<file path="src/rtl/game_sequencer.sv">
// Game flow controller: IDLE -> INIT -> PLAY <-> LEVEL_UP -> WON/LOST, with a
// play-speed tick divider, hit score counter and synchronized board inputs.
module game_sequencer #(
  parameter int TICK_DIV    = 2097152,
  parameter int INIT_CYCLES = 4,
  parameter int MAX_LEVEL   = 4
) (
  input  logic       board_clk,
  input  logic       reset,
  input  logic       start,
  input  logic       aliens_defeated,
  input  logic       reached_bottom,
  input  logic       collision,
  output logic       game_rst,
  output logic       tick_en,
  output logic [2:0] state,
  output logic [1:0] level,
  output logic [7:0] score,
  output logic       win,
  output logic       lose
);

  typedef enum logic [2:0] {
    IDLE     = 3'd0,
    INIT     = 3'd1,
    PLAY     = 3'd2,
    LEVEL_UP = 3'd3,
    WON      = 3'd4,
    LOST     = 3'd5
  } state_t;

  localparam logic [7:0]  PHASE_LAST = 8'(INIT_CYCLES - 1);
  localparam logic [23:0] DIV_LAST   = 24'(TICK_DIV - 1);
  localparam logic [23:0] DIV_PRE    = 24'(TICK_DIV - 2);
  localparam logic [1:0]  LEVEL_TOP  = 2'(MAX_LEVEL - 1);

  function automatic logic [7:0] sat_inc(input logic [7:0] val);
    return (val == 8'hFF) ? val : val + 8'd1;
  endfunction

  state_t      cur, nxt;
  logic [3:0]  raw, sync_p0, sync_p1;
  logic        start_p2, coll_p2;
  logic [1:0]  fill_cnt;
  logic        start_armed;
  logic [7:0]  phase_cnt;
  logic [23:0] div_cnt;

  logic start_s, aliens_s, bottom_s, coll_s;
  logic start_rise, coll_rise;
  logic rst_nxt, tick_nxt;

  assign raw      = {collision, reached_bottom, aliens_defeated, start};
  assign start_s  = sync_p1[0];
  assign aliens_s = sync_p1[1];
  assign bottom_s = sync_p1[2];
  assign coll_s   = sync_p1[3];

  // A start level that was already high when reset released is not an edge:
  // the rise only counts once start has been genuinely seen low.
  assign start_rise = start_s & ~start_p2 & start_armed;
  assign coll_rise  = coll_s & ~coll_p2;

  assign state = cur;

  always_comb begin
    nxt      = cur;
    rst_nxt  = 1'b0;
    tick_nxt = 1'b0;
    case (cur)
      IDLE: begin
        if (start_rise) nxt = INIT;
      end
      INIT, LEVEL_UP: begin
        if (phase_cnt == PHASE_LAST) nxt = PLAY;
      end
      PLAY: begin
        if (!start_s)       nxt = IDLE;
        else if (bottom_s)  nxt = LOST;
        else if (aliens_s)  nxt = (level == LEVEL_TOP) ? WON : LEVEL_UP;
      end
      WON, LOST: begin
        if (!start_s) nxt = IDLE;
      end
      default: nxt = IDLE;
    endcase
    rst_nxt  = (nxt == IDLE) || (nxt == INIT) || (nxt == LEVEL_UP);
    tick_nxt = (cur == PLAY) && (nxt == PLAY) && (div_cnt == DIV_PRE);
  end

  always_ff @(posedge board_clk) begin
    if (reset) begin
      sync_p0     <= '0;
      sync_p1     <= '0;
      start_p2    <= 1'b0;
      coll_p2     <= 1'b0;
      fill_cnt    <= '0;
      start_armed <= 1'b0;
      cur         <= IDLE;
      phase_cnt   <= '0;
      div_cnt     <= '0;
      game_rst    <= 1'b1;
      tick_en     <= 1'b0;
      win         <= 1'b0;
      lose        <= 1'b0;
      score       <= '0;
      level       <= '0;
    end else begin
      // sync stage boundary: raw -> p0 -> p1, p2 holds previous p1 for edges
      sync_p0  <= raw;
      sync_p1  <= sync_p0;
      start_p2 <= start_s;
      coll_p2  <= coll_s;
      if (fill_cnt != 2'd2) fill_cnt <= fill_cnt + 2'd1;
      if ((fill_cnt == 2'd2) && !start_s) start_armed <= 1'b1;

      cur <= nxt;
      if (nxt != cur)
        phase_cnt <= '0;
      else if ((cur == INIT) || (cur == LEVEL_UP))
        phase_cnt <= phase_cnt + 8'd1;

      if (cur != PLAY || div_cnt == DIV_LAST)
        div_cnt <= '0;
      else
        div_cnt <= div_cnt + 24'd1;

      game_rst <= rst_nxt;
      tick_en  <= tick_nxt;
      win      <= (nxt == WON);
      lose     <= (nxt == LOST);

      if ((cur == IDLE) && start_rise)
        score <= '0;
      else if ((cur == PLAY) && coll_rise)
        score <= sat_inc(score);

      if ((cur == IDLE) && start_rise)
        level <= '0;
      else if ((cur == PLAY) && (nxt == LEVEL_UP))
        level <= level + 2'd1;
    end
  end

endmodule

</file>
<file path="config.mk">
export PLATFORM = sky130hd
export DESIGN_NAME = game_sequencer
export DESIGN_NICKNAME = d
export VERILOG_FILES = /design/src/rtl/game_sequencer.sv
export SDC_FILE = /design/constraint.sdc
export NUM_CORES = 1
export LEC_CHECK = 0
export ABC_AREA = 1
export CAP_MARGIN = 15
export CORE_MARGIN = 5
export CORE_UTILIZATION = 62
export DETAILED_ROUTE_END_ITERATION = 8
export GPL_TIMING_DRIVEN = 0
export PLACE_DENSITY_LB_ADDON = 0.08
export SLEW_MARGIN = 40
export SYNTH_ARGS = -nofsm -noshare
export SYNTH_HDL_FRONTEND = slang
export SYNTH_SLANG_ARGS = --single-unit
</file>
<file path="constraint.sdc">
create_clock -name board_clk -period 2.3 [get_ports board_clk]
set_input_delay 0.23 -clock board_clk [delete_from_list [all_inputs] [get_ports board_clk]]
set_output_delay 0.23 -clock board_clk [all_outputs]
set_load 0.02 [all_outputs]
</file>
### Yosys cells after proc, flatten, opt, wreduce, memory -nomap -nowiden

Index checks and enable logic that the tools add are counted.

| word-level totals | value |
|---|---|
| flip-flop bits (word level) | 62 |
| bits of input ports | 6 |
| logic and storage cells | 72 |

| operators by class | value |
|---|---|
| add/subtract/negate cells | 5 |
| equal/unequal tests | 19 |
| multiplexer cells | 8 |
| bitwise operators | 6 |
| reduce and logical (&&, ||, !) cells | 19 |

Operator list:

| kind | number |
|---|---|
| $eq A24 B21 Y1 const B | 2 |
| $add A24 B1 Y24 const B | 1 |
| $mux W3 | 7 |
| $add A8 B1 Y8 const B | 2 |
| $eq A3 B2 Y1 const B | 4 |
| $eq A3 B3 Y1 const B | 4 |
| $pmux W3 S4 | 1 |
| $reduce_or A2 Y1 | 5 |
| $eq A8 B2 Y1 const B | 1 |
| $eq A8 B8 Y1 const B | 1 |
| $eq A3 B1 Y1 const B | 2 |
| $logic_and A1 B1 Y1 | 6 |
| $logic_not A3 Y1 | 2 |
| $add A2 B1 Y2 const B | 2 |
| $eq A2 B2 Y1 const B | 2 |
| $logic_or A1 B1 Y1 | 4 |
| $and A1 B1 Y1 | 3 |
| $ne A3 B2 Y1 const B | 1 |
| $ne A3 B3 Y1 | 1 |
| $not A1 Y1 | 3 |
| $ne A2 B2 Y1 const B | 1 |
| $reduce_and A2 Y1 | 1 |
| $logic_not A1 Y1 | 1 |

### Logic depth before layout (Yosys ltp)

Gate-level depths: netlist (run 1).

| depth | value |
|---|---|
| word-level depth | 9 |
| depth in mapped cells | 10 |
| depth with buffers taken out | 10 |

### Least setup slack after synthesis (run 1)

Ideal clock, no wire load.

| path | value |
|---|---|
| path type | flip-flop to flip-flop |
| from | register score[0] |
| to | register score[6] |
| setup time | 0.123 ns |
| arrival time | 1.387 ns |
| data required time | 2.177 ns |
| slack | 0.791 ns |
| stages on the path, launching flop included | 9 |
| period minus slack after synthesis | 1.509 ns |
| cells stage by stage | dfxtp_1 > ha_1 > nand2_1 > nor2_1 > nand4_1 > nand2_2 > inv_2 > nand4_1 > a21oi_1 |

| on the way | value |
|---|---|
| longest elaborated chain between the ends | 3 |
| elaborated cells between the ends (all ways) | 4 |

RTL lines:

| what | RTL line | source |
|---|---|---|
| start: declaration | 18 | `output logic [7:0] score,` |
| start signal: assignment | 136 | `score <= sat_inc(score);` |
| parallel branches: the longest is 3 deep, another holds $add A8 B1 Y8 | -- |  |

Several ways; the timed one is not identified.
A chain may end at the register's enable or synchronous reset.

### Worst setup path after layout (run 1)

| path | value |
|---|---|
| from | register div_cnt[0] |
| to | register div_cnt[9] |

| on the way | value |
|---|---|
| longest elaborated chain between the ends | 3 |
| elaborated cells between the ends (all ways) | 4 |

RTL lines:

| what | RTL line | source |
|---|---|---|
| start: declaration | 47 | `logic [23:0] div_cnt;` |
| start signal: assignment | 126 | `div_cnt <= div_cnt + 24'd1;` |
| parallel branches: the longest is 3 deep, another holds $add A24 B1 Y24 | -- |  |

Several ways; the timed one is not identified.

==> summary.md, run 1 <==
The depth of the worst register-to-register path is 7, and the final-report setup violation count is 0. The biggest cell delay along the critical path was 0.44 ns; the routed wire length per instance was 11.6 um. The async set-or-reset flop fraction in the synthesized netlist came out at 0%. Summing all non-filler instances in the final layout gives an area of 0.00337 mm2. After detailed placement, the total cell area comes to 0.00321 mm2. Share of the synthesized area in the top cell type: 42.5%. Number of instances in the synthesized netlist: 400. In this run the vertical extent of the chip is 78.6 um.

The tools report the die area as 0.00619 mm2. For this run, the leading register cell type out of synthesis is sky130_fd_sc_hd__dfxtp_1. The run gives 29 as the number of distinct library cell variants in the gate-level netlist after synthesis. Kind of critical path: register to register. For this run, the post-layout net count is 445. sky130_fd_sc_hd__dfxtp_1 takes more of the synthesized area than any other cell. The tools report the endpoint of the most critical register-to-register path as div_cnt[9].

Detailed placement finished with a half-perimeter wire length of 4.27 mm. The run gives 0 as the count of final max-slew check failures. The clock transition at the registers of the reported paths was 0.07 ns; the worst endpoint data arrival time was 1.98 ns. The worst hold path terminates at sync_p1[1]. In this run the critical register-to-register path is launched from div_cnt[0]. The fraction of the cycle the final worst path needs was 76.4%; the core area was 0.00466 mm2.

Once the clock tree was built, the resizer swapped 0 gates to a different size. For the maximum level of the CTS H-tree, the log shows 3. The worst setup path is launched from a register.

Summing the sequential cell areas from Yosys gives 42.5% of the chip area. The worst setup path is captured at a register. The start point of the worst min-delay path is sync_p0[1].

The synthesized netlist occupies a cell area of 0.00292 mm2. On the final layout, the worst hold slack is 0.395 ns. For flop-to-flop paths, the worst setup slack is 0.54 ns. The fraction of final layout cells with drive strength greater than 1 came out at 8.47%. Counting along the longest clock path gives a buffer depth of 2. Adding up every negative setup slack in the final design gives 0 ns. The count of endpoints failing hold in the final timing report is 0. In this run the remaining antenna-violating nets after routing total 0. The class of the worst hold path was register to register. For this run, the top clock speed supported by timing is 0.569 GHz.

The synthesis-stage register bit count came out at 62. Global routing consumed, over all layers together, 20.6% of the routing resources. For the count of pins on the block boundary, the log shows 23.

The tree is rooted in a sky130_fd_sc_hd__clkbuf_8. The minimum clock period works out to 1.76 ns. The congestion estimate from routability-driven global placement came to 0.902.

The setup clock skew after layout is 0.0111 ns, and the insertion delay to the later sink of the worst-skew pair is 0.33 ns. For the pin with the worst max-slew slack, the measured transition is 0.435 ns. The power per cell area was 598 mW/mm2. Before antenna repair, the detailed router went through 4 iterations. By area the synthesized netlist is led by sky130_fd_sc_hd__dfxtp_1 42%, sky130_fd_sc_hd__nand2_1 10%, sky130_fd_sc_hd__nor2_1 9.6%.

The worst-case IR drop observed on VDD is 0.317 mV. The synthesized area per cell was 7.30 um2; the number of antenna violations at the first check in global routing was 0. Row generation in the floorplan step produced 25 rows. Detailed routing inserted a total of 2495 vias. Yosys instantiated no cell more often than sky130_fd_sc_hd__nand2_1. The leakage power total was 1.27 nW. Across the run, the number of max-cap violations was 0. For this configuration, the core starts out at a cell density of 62.7%. The number of nets handed over by synthesis was 412.

The number of global-route vias before repair is 2386. The flow ran to the end, and the final reports show no timing, DRC or antenna violations. During placement, the flow inserted port buffers numbering 22. The hold-fix buffer count after cts is 0, and the global-route congestion overflow total is 0. The repair_antennas step left the layout with diodes totalling 0. Among all stages on the critical path, the largest delay is contributed by sky130_fd_sc_hd__dfxtp_1. After synthesis, the most frequently instantiated cells are 80 x sky130_fd_sc_hd__nand2_1, 75 x sky130_fd_sc_hd__nor2_1, 62 x sky130_fd_sc_hd__dfxtp_1, 51 x sky130_fd_sc_hd__inv_1, 25 x sky130_fd_sc_hd__a21oi_1.

Biggest fanout along the worst timing path: 10. Wires add up to 5.69 mm. The cell count of the worst hold path was 2. DRC violation count after routing: 0.

The number of clock buffers added by TritonCTS is 9. The run gives 2.52 ns as the required time of the worst setup path. TritonCTS built the clock tree. The worst path buffer plus inverter count was 1; the max-slew headroom at the worst pin was 70.9%. Critical path startpoint: div_cnt[0].

The first global-routing pass estimated 10.1 mm of wire. The area growth from synthesis to layout is 15.5%. Setup repair after global routing left no endpoint under its margin. In this run, synthesis inferred 0 flip-flops with an integrated enable. The tree built by TritonCTS fans out to 62 sinks.

The run gives 0 as the post-CTS setup-driven buffer insertion count. The per-cell via count in the routed design was 5.08. The tools report the detailed router's first-iteration violation count as 116. Yosys printed 0 warnings. Largest net degree at the start of global routing: 11. The cell family contributing the most delay on the critical path was simple AND/OR/NAND/NOR gates. The x dimension of the die was 78.6 um. Traced cell by cell, the critical path runs through ha_1 > nand2_2 > nor2_4 > nand4_2 > o21ai_4 > buf_6 > nor2_1.
worst max-delay path by stage:
stage | to | slack [ns] | cells past startpoint
3_3_place_gp | div_cnt[9] | 0.56 | 7
3_5_place_dp | div_cnt[12] | 0.55 | 7
6_report | div_cnt[9] | 0.54 | 7
2_1_floorplan | score[6] | 0.79 | 8
4_1_cts | div_cnt[9] | 0.52 | 7
5_1_grt | div_cnt[9] | 0.39 | 7
cell families (layout without fill, tap and decap cells):
| group | count (synthesis) | count (layout) | share of synthesized area [%] |
|---|---|---|---|
| compound gates | 37 | 37 | 6.85 |
| xor+xnor | 21 | 21 | 6.30 |
| fa+ha+maj | 6 | 6 | 2.57 |
| buf+inv | 57 | 94 | 7.84 |
| flops | 62 | 62 | 42.5 |
| mux | 1 | 1 | 0.343 |
| simple gates | 216 | 216 | 33.6 |
flip-flops by register name (all words and copies together) (netlist names):
signal	cells
state	3
div_cnt	24
game_rst	1
win	1
sync_p0	4
tick_en	1
sync_p1	4
level	2
phase_cnt	8
fill_cnt	2
score	8
start_armed	1
coll_p2	1
lose	1
start_p2	1
layout make-up:
type	count	area [um2]
Buffer	3	26.3
Clock buffer	11	141
Tap cell	54	67.6
Sequential cell	62	1240
Multi-Input combinational cell	281	1450
Fill cell	421	1290
Timing Repair Buffer	22	220
Clock inverter	4	23.8
Inverter	54	203
worst reg2reg max path, stage by stage (launching register included):
cell and delay (ns):
sky130_fd_sc_hd__dfxtp_1 0.44, sky130_fd_sc_hd__ha_1 0.25, sky130_fd_sc_hd__nand2_2 0.11, sky130_fd_sc_hd__nor2_4 0.16, sky130_fd_sc_hd__nand4_2 0.15, sky130_fd_sc_hd__o21ai_4 0.28
sky130_fd_sc_hd__buf_6 0.20, sky130_fd_sc_hd__nor2_1 0.06
metal layers:
| layer | vias to the layer above | track usage, % | routed length (um) |
|---|---|---|---|
| met1 | 1110 | 25.8 | 2790 |
| met4 | 0 | 8.39 | 78 |
| met5 | - | 0 | 0 |
| li1 | 1327 | - | - |
| met2 | 49 | 33.1 | 2600 |
| met3 | 9 | 5.96 | 216 |
power breakdown:
group,switching (W),internal (W),leakage [nW]
clock network,0.000394,0.000410,0.0889
logic,0.0000594,0.0000420,0.677
registers,0.0000120,0.00110,0.502
total,0.000465,0.00155,1.27
per-stage QoR:
step | cells | setup slack, ns | util [%] | total power, W
after global routing | 491 | 0.386 | 72.4 | 0.00211
after CTS | 491 | 0.522 | 72.4 | 0.00203
after global placement | 476 | 0.560 | 68.9 | 0.00123
after detailed placement | 476 | 0.548 | 68.9 | 0.00124
after floorplan | 400 | 0.791 | - | 0.00121
final | 491 | 0.543 | 72.4 | 0.00202
cells in the final DEF, fill, tap and decap left out, types with 3 or more instances in the layout:
master / synthesis / routed
sky130_fd_sc_hd__a21oi_1: 25 / 25
sky130_fd_sc_hd__nand2_2: 5 / 5
sky130_fd_sc_hd__nor3_1: 9 / 9
sky130_fd_sc_hd__nor2_4: 3 / 3
sky130_fd_sc_hd__nor2_1: 75 / 75
sky130_fd_sc_hd__clkdlybuf4s50_1: 0 / 22
sky130_fd_sc_hd__clkinv_2: 0 / 3
sky130_fd_sc_hd__inv_2: 3 / 3
sky130_fd_sc_hd__nand2_1: 80 / 80
sky130_fd_sc_hd__xor2_1: 12 / 12
sky130_fd_sc_hd__dfxtp_1: 62 / 62
sky130_fd_sc_hd__clkbuf_8: 0 / 10
sky130_fd_sc_hd__ha_1: 6 / 6
sky130_fd_sc_hd__nand4_1: 11 / 11
sky130_fd_sc_hd__o21ai_0: 9 / 9
sky130_fd_sc_hd__inv_1: 51 / 51
sky130_fd_sc_hd__xnor2_1: 9 / 9
sky130_fd_sc_hd__nand3b_1: 6 / 6
sky130_fd_sc_hd__nand3_1: 17 / 17
Note: power is estimated with default switching activity, not from simulation.
==> run 2: changes to the inputs <==
Settings changed: CORE_UTILIZATION 62 to 52.
Clock period 2.3 ns to 1.5 ns, I/O delays scaled along.
==> run 2 against run 1 <==
- first-iteration DRC count is 16% higher
- critical path type is now register to output port
- final area is 11% higher
- non-clock buffer count is 15 higher
- utilization is 3.8 points lower
- combinational power is 63% higher
- wire length is 14% higher
- via count is 6.1% higher
- register-to-register slack worse by 0.49 ns
- worst setup slack worse by 0.50 ns
- cell count is 6.7% higher
- total power is 57% higher
- global-route usage is 1.8 points lower
- critical endpoint is now score[1]
==> summary.md, run 2 (synthesis results as in run 1) <==
The flow ran to the end, and the final reports show no timing, DRC or antenna violations. The standard-cell row count is 27 (was 25), and the power per cell area is 845 mW/mm2 (was 598 mW/mm2). The worst endpoint data arrival time was 1.31 ns (was 1.98 ns). Commonest non-fill, non-tap cells in the layout: 76 x sky130_fd_sc_hd__nand2_1, 63 x sky130_fd_sc_hd__nor2_1, 50 x sky130_fd_sc_hd__inv_1 (was 80 x sky130_fd_sc_hd__nand2_1, 75 x sky130_fd_sc_hd__nor2_1, 62 x sky130_fd_sc_hd__dfxtp_1). The tools report the insertion delay to the later sink of the worst-skew pair as 0.32 ns (was 0.33 ns). The layout filler cell count came out at 466 (was 421). The net switching power figure was 0.000710 W (was 0.000465 W); the per-cell via count in the routed design was 5.05 (was 5.08). The tools report the fraction of met3 tracks used by global routing as 3.69% (was 5.96%).

The run gives 0.00323 mm2 (was 0.00321 mm2) as the total placed instance area. The x dimension of the die works out to 85.0 um (was 78.6 um). For the share of total power in sequential cells, the log shows 53.6% (was 55.1%). The portion of total power attributed to combinational logic is 5.2% (was 5.0%), and the clock net sink count is 62 (unchanged).

Number of nets with antenna violations after routing: 0 (unchanged). The most utilized layer in the global route result was met2 (unchanged). The leading cell type in the layout, fill and taps excluded is sky130_fd_sc_hd__nand2_1 (unchanged). The tools report the detailed placement HPWL as 4.39 mm (was 4.27 mm). The final net count is 461 (was 445). The count of final max-slew check failures was 0 (unchanged); the minimum clock period was 1.46 ns. The hold-fix buffer count after cts is 0 (unchanged). The count of buffers inserted at the top-level ports works out to 22 (unchanged). The element type at the critical path end was an output port (was a register). Cells along the critical path: clkdlybuf4s50_1 (was ha_1 > nand2_2 > nor2_4 > nand4_2 > o21ai_4 > buf_6 > nor2_1). The clock tree buffer depth is 2 (unchanged). The kind of critical path was register to output port (was register to register). The depth of the worst register-to-register path was 7 (unchanged); the switching power share of the total was 22.4% (was 23.1%).

The fraction of the cycle the final worst path needs works out to 97.2%. The reg-to-reg setup timing slack is 0.05 ns (was 0.54 ns). The power consumption was 0.00317 W (was 0.00202 W); the cell count of the worst hold path was 3 (was 2). The clock transition at the registers of the reported paths is 0.07 ns (about the same). The total iterations of the first detailed-routing run came out at 4 (unchanged). The die outline height is 85.0 um (was 78.6 um), and the fraction of final layout cells with drive strength greater than 1 is 22.3% (was 8.47%). The transition time at the pin with the least slew margin was 0.412 ns (was 0.435 ns); the cell-internal power was 0.00246 W (was 0.00155 W). The start point of the worst min-delay path was collision (was sync_p0[1]). The maximum level of the CTS H-tree came out at 3 (unchanged).

The TritonCTS buffer count is 9 (unchanged), and the leakage power total is 1.48 nW (was 1.27 nW). The global-route met1 utilization came out at 23.6% (was 25.8%). Cell family contributing the most delay on the critical path: buffers and inverters (was simple AND/OR/NAND/NOR gates). The number of global-route vias before repair is 2489 (was 2386). Leading registers by flop count: div_cnt x24, phase_cnt x8, score x8 (unchanged). Critical path launch point type: a register (unchanged).

Setup repair after global routing could not meet its margin everywhere. The tools report the number of antenna violations at the first check in global routing as 0 (unchanged). Global-route met2 utilization: 30.6% (was 33.1%).

The core area was 0.00547 mm2 (was 0.00466 mm2); the biggest fanout along the worst timing path was 5 (was 10). The antenna diode count came out at 0 (unchanged). The setup clock skew after layout was 0.00640 ns (was 0.0111 ns); the count of endpoints failing hold in the final timing report was 0 (unchanged). The tools report the endpoint of the most critical register-to-register path as div_cnt[18] (was div_cnt[9]).

Largest register by flop count: div_cnt (unchanged). The tools report the endpoint of the worst hold path as sync_p0[3] (was sync_p1[1]). For the global-route wire length before repair, the log shows 11.1 mm (was 10.1 mm). The weighted congestion reported at the end of routability-driven placement is 0.902 (about the same), and the global-route usage over all layers is 18.8% (was 20.6%). Share of power burned in the clock network: 41.2% (was 39.9%). TritonCTS built the clock tree.

The routed wire length per instance was 12.3 um (was 11.6 um). For this run, the top clock speed supported by timing is 0.686 GHz. The run gives 0 (unchanged) as the final-report setup violation count. The tools report the root buffer selected by CTS as sky130_fd_sc_hd__clkbuf_8 (unchanged).

The setup total negative slack came out at 0 ns (unchanged). The class of the worst hold path was primary input to register (was register to register). The layout overhead on the synthesized area was 28.4% (was 15.5%); the detailed router's first-iteration violation count was 134 (was 116). The total non-filler cell area in the finished layout was 0.00375 mm2 (was 0.00337 mm2); the starting utilization of the core area was 53.4% (was 62.7%). The worst path buffer plus inverter count came out at 1 (unchanged). The cell with the largest stage delay on the worst path was sky130_fd_sc_hd__clkdlybuf4s50_1 (was sky130_fd_sc_hd__dfxtp_1). The run gives 0 (unchanged) as the global-route congestion overflow total. The logs give 1.35 ns (was 2.52 ns) for the required time of the worst setup path and 0 (unchanged) for the total of max-cap violations. For the vias after detailed routing, the log shows 2646 (was 2495).

The biggest cell delay along the critical path came out at 0.61 ns (was 0.44 ns). The startpoint of the lowest-slack register-to-register path is div_cnt[6] (was div_cnt[0]). The tools report the count of pins on the block boundary as 23 (unchanged). The die area is 0.00722 mm2 (was 0.00619 mm2), and the DRC violation count after routing is 0 (unchanged).

The largest net degree at the start of global routing is 11 (unchanged), and the flip-flop count of the largest register after layout is 24 (unchanged). Max-slew headroom at the worst pin: 72.5% (was 70.9%). The peak supply drop is 0.478 mV (was 0.317 mV), and the routed wire length is 6.47 mm (was 5.69 mm).
run 2: cell types whose count changed in the layout (fill, tap and decap cells not counted), moves of 4 or more:
cell / change
sky130_fd_sc_hd__buf_4: +9
sky130_fd_sc_hd__buf_6: +6
sky130_fd_sc_hd__clkdlybuf4s50_1: -10
sky130_fd_sc_hd__dfxtp_1: -21
sky130_fd_sc_hd__dfxtp_2: +15
sky130_fd_sc_hd__dfxtp_4: +6
sky130_fd_sc_hd__dlygate4sd2_1: +7
sky130_fd_sc_hd__ha_1: -5
sky130_fd_sc_hd__nand2_1: -4
sky130_fd_sc_hd__nor2_1: -12
sky130_fd_sc_hd__nor2_2: +8
sky130_fd_sc_hd__nor2_4: +4
sky130_fd_sc_hd__nor3_1: -4
run 2: layout make-up:
class                   instances  area [um2]  share of cell area (%)
plain buffers                   3        26.3                   0.700
clock buffers                  13         169                    4.50
clock inverters                 1        5.00                   0.133
inverters                      54         205                    5.47
multi-input cells             282        1620                    43.2
flip-flops and latches         62        1280                    34.2
well taps                      72        90.1                    2.40
repair buffers                 37         354                    9.44
run 2: worst max-delay path by stage:
stage,startpoint,to,cells after the start
floorplan,div_cnt[0],div_cnt[18],7
global placement,div_cnt[0],div_cnt[12],7
detailed placement,div_cnt[0],div_cnt[12],7
CTS,score[7],score[7],1
global route,div_cnt[1],div_cnt[4],8
finish,score[1],score[1],1
run 2: power by group through the flow:
stage          Sequential [W]  Combinational (W)  Clock, W
3_3_place_gp          0.00174           0.000152         0
6_report              0.00170           0.000165   0.00131
3_5_place_dp          0.00174           0.000158         0
4_1_cts               0.00170           0.000158   0.00134
5_1_grt               0.00170           0.000190   0.00143
2_1_floorplan         0.00174           0.000116         0
run 2: stage by stage:
step | utilization (%) | std cells | hold WS (ns) | setup slack, ns
floorplan | - | 400 | 0.222 | 0.0304
global placement | 59.1 | 494 | 0.389 | -0.241
detailed placement | 59.1 | 494 | 0.398 | -0.230
CTS | 64.4 | 519 | 0.323 | 0.0000946
global route | 68.6 | 524 | 0.329 | -0.0181
finish | 68.6 | 524 | 0.336 | 0.0425
run 2: repair_timing:
action / CTS / global route
setup buffers: 8 / 5
pin swaps: 4 / 18
resized for setup: 21 / 65
setup endpoints to repair: 46 / 48
gates cloned: 3 / 0
run 2: per-layer routing:
layer / wire, um / vias up
met1: 2970 / 1212
met3: 306 / 13
met2: 3070 / 57
met4: 125 / 0
met5: 0 / -
li1: - / 1364
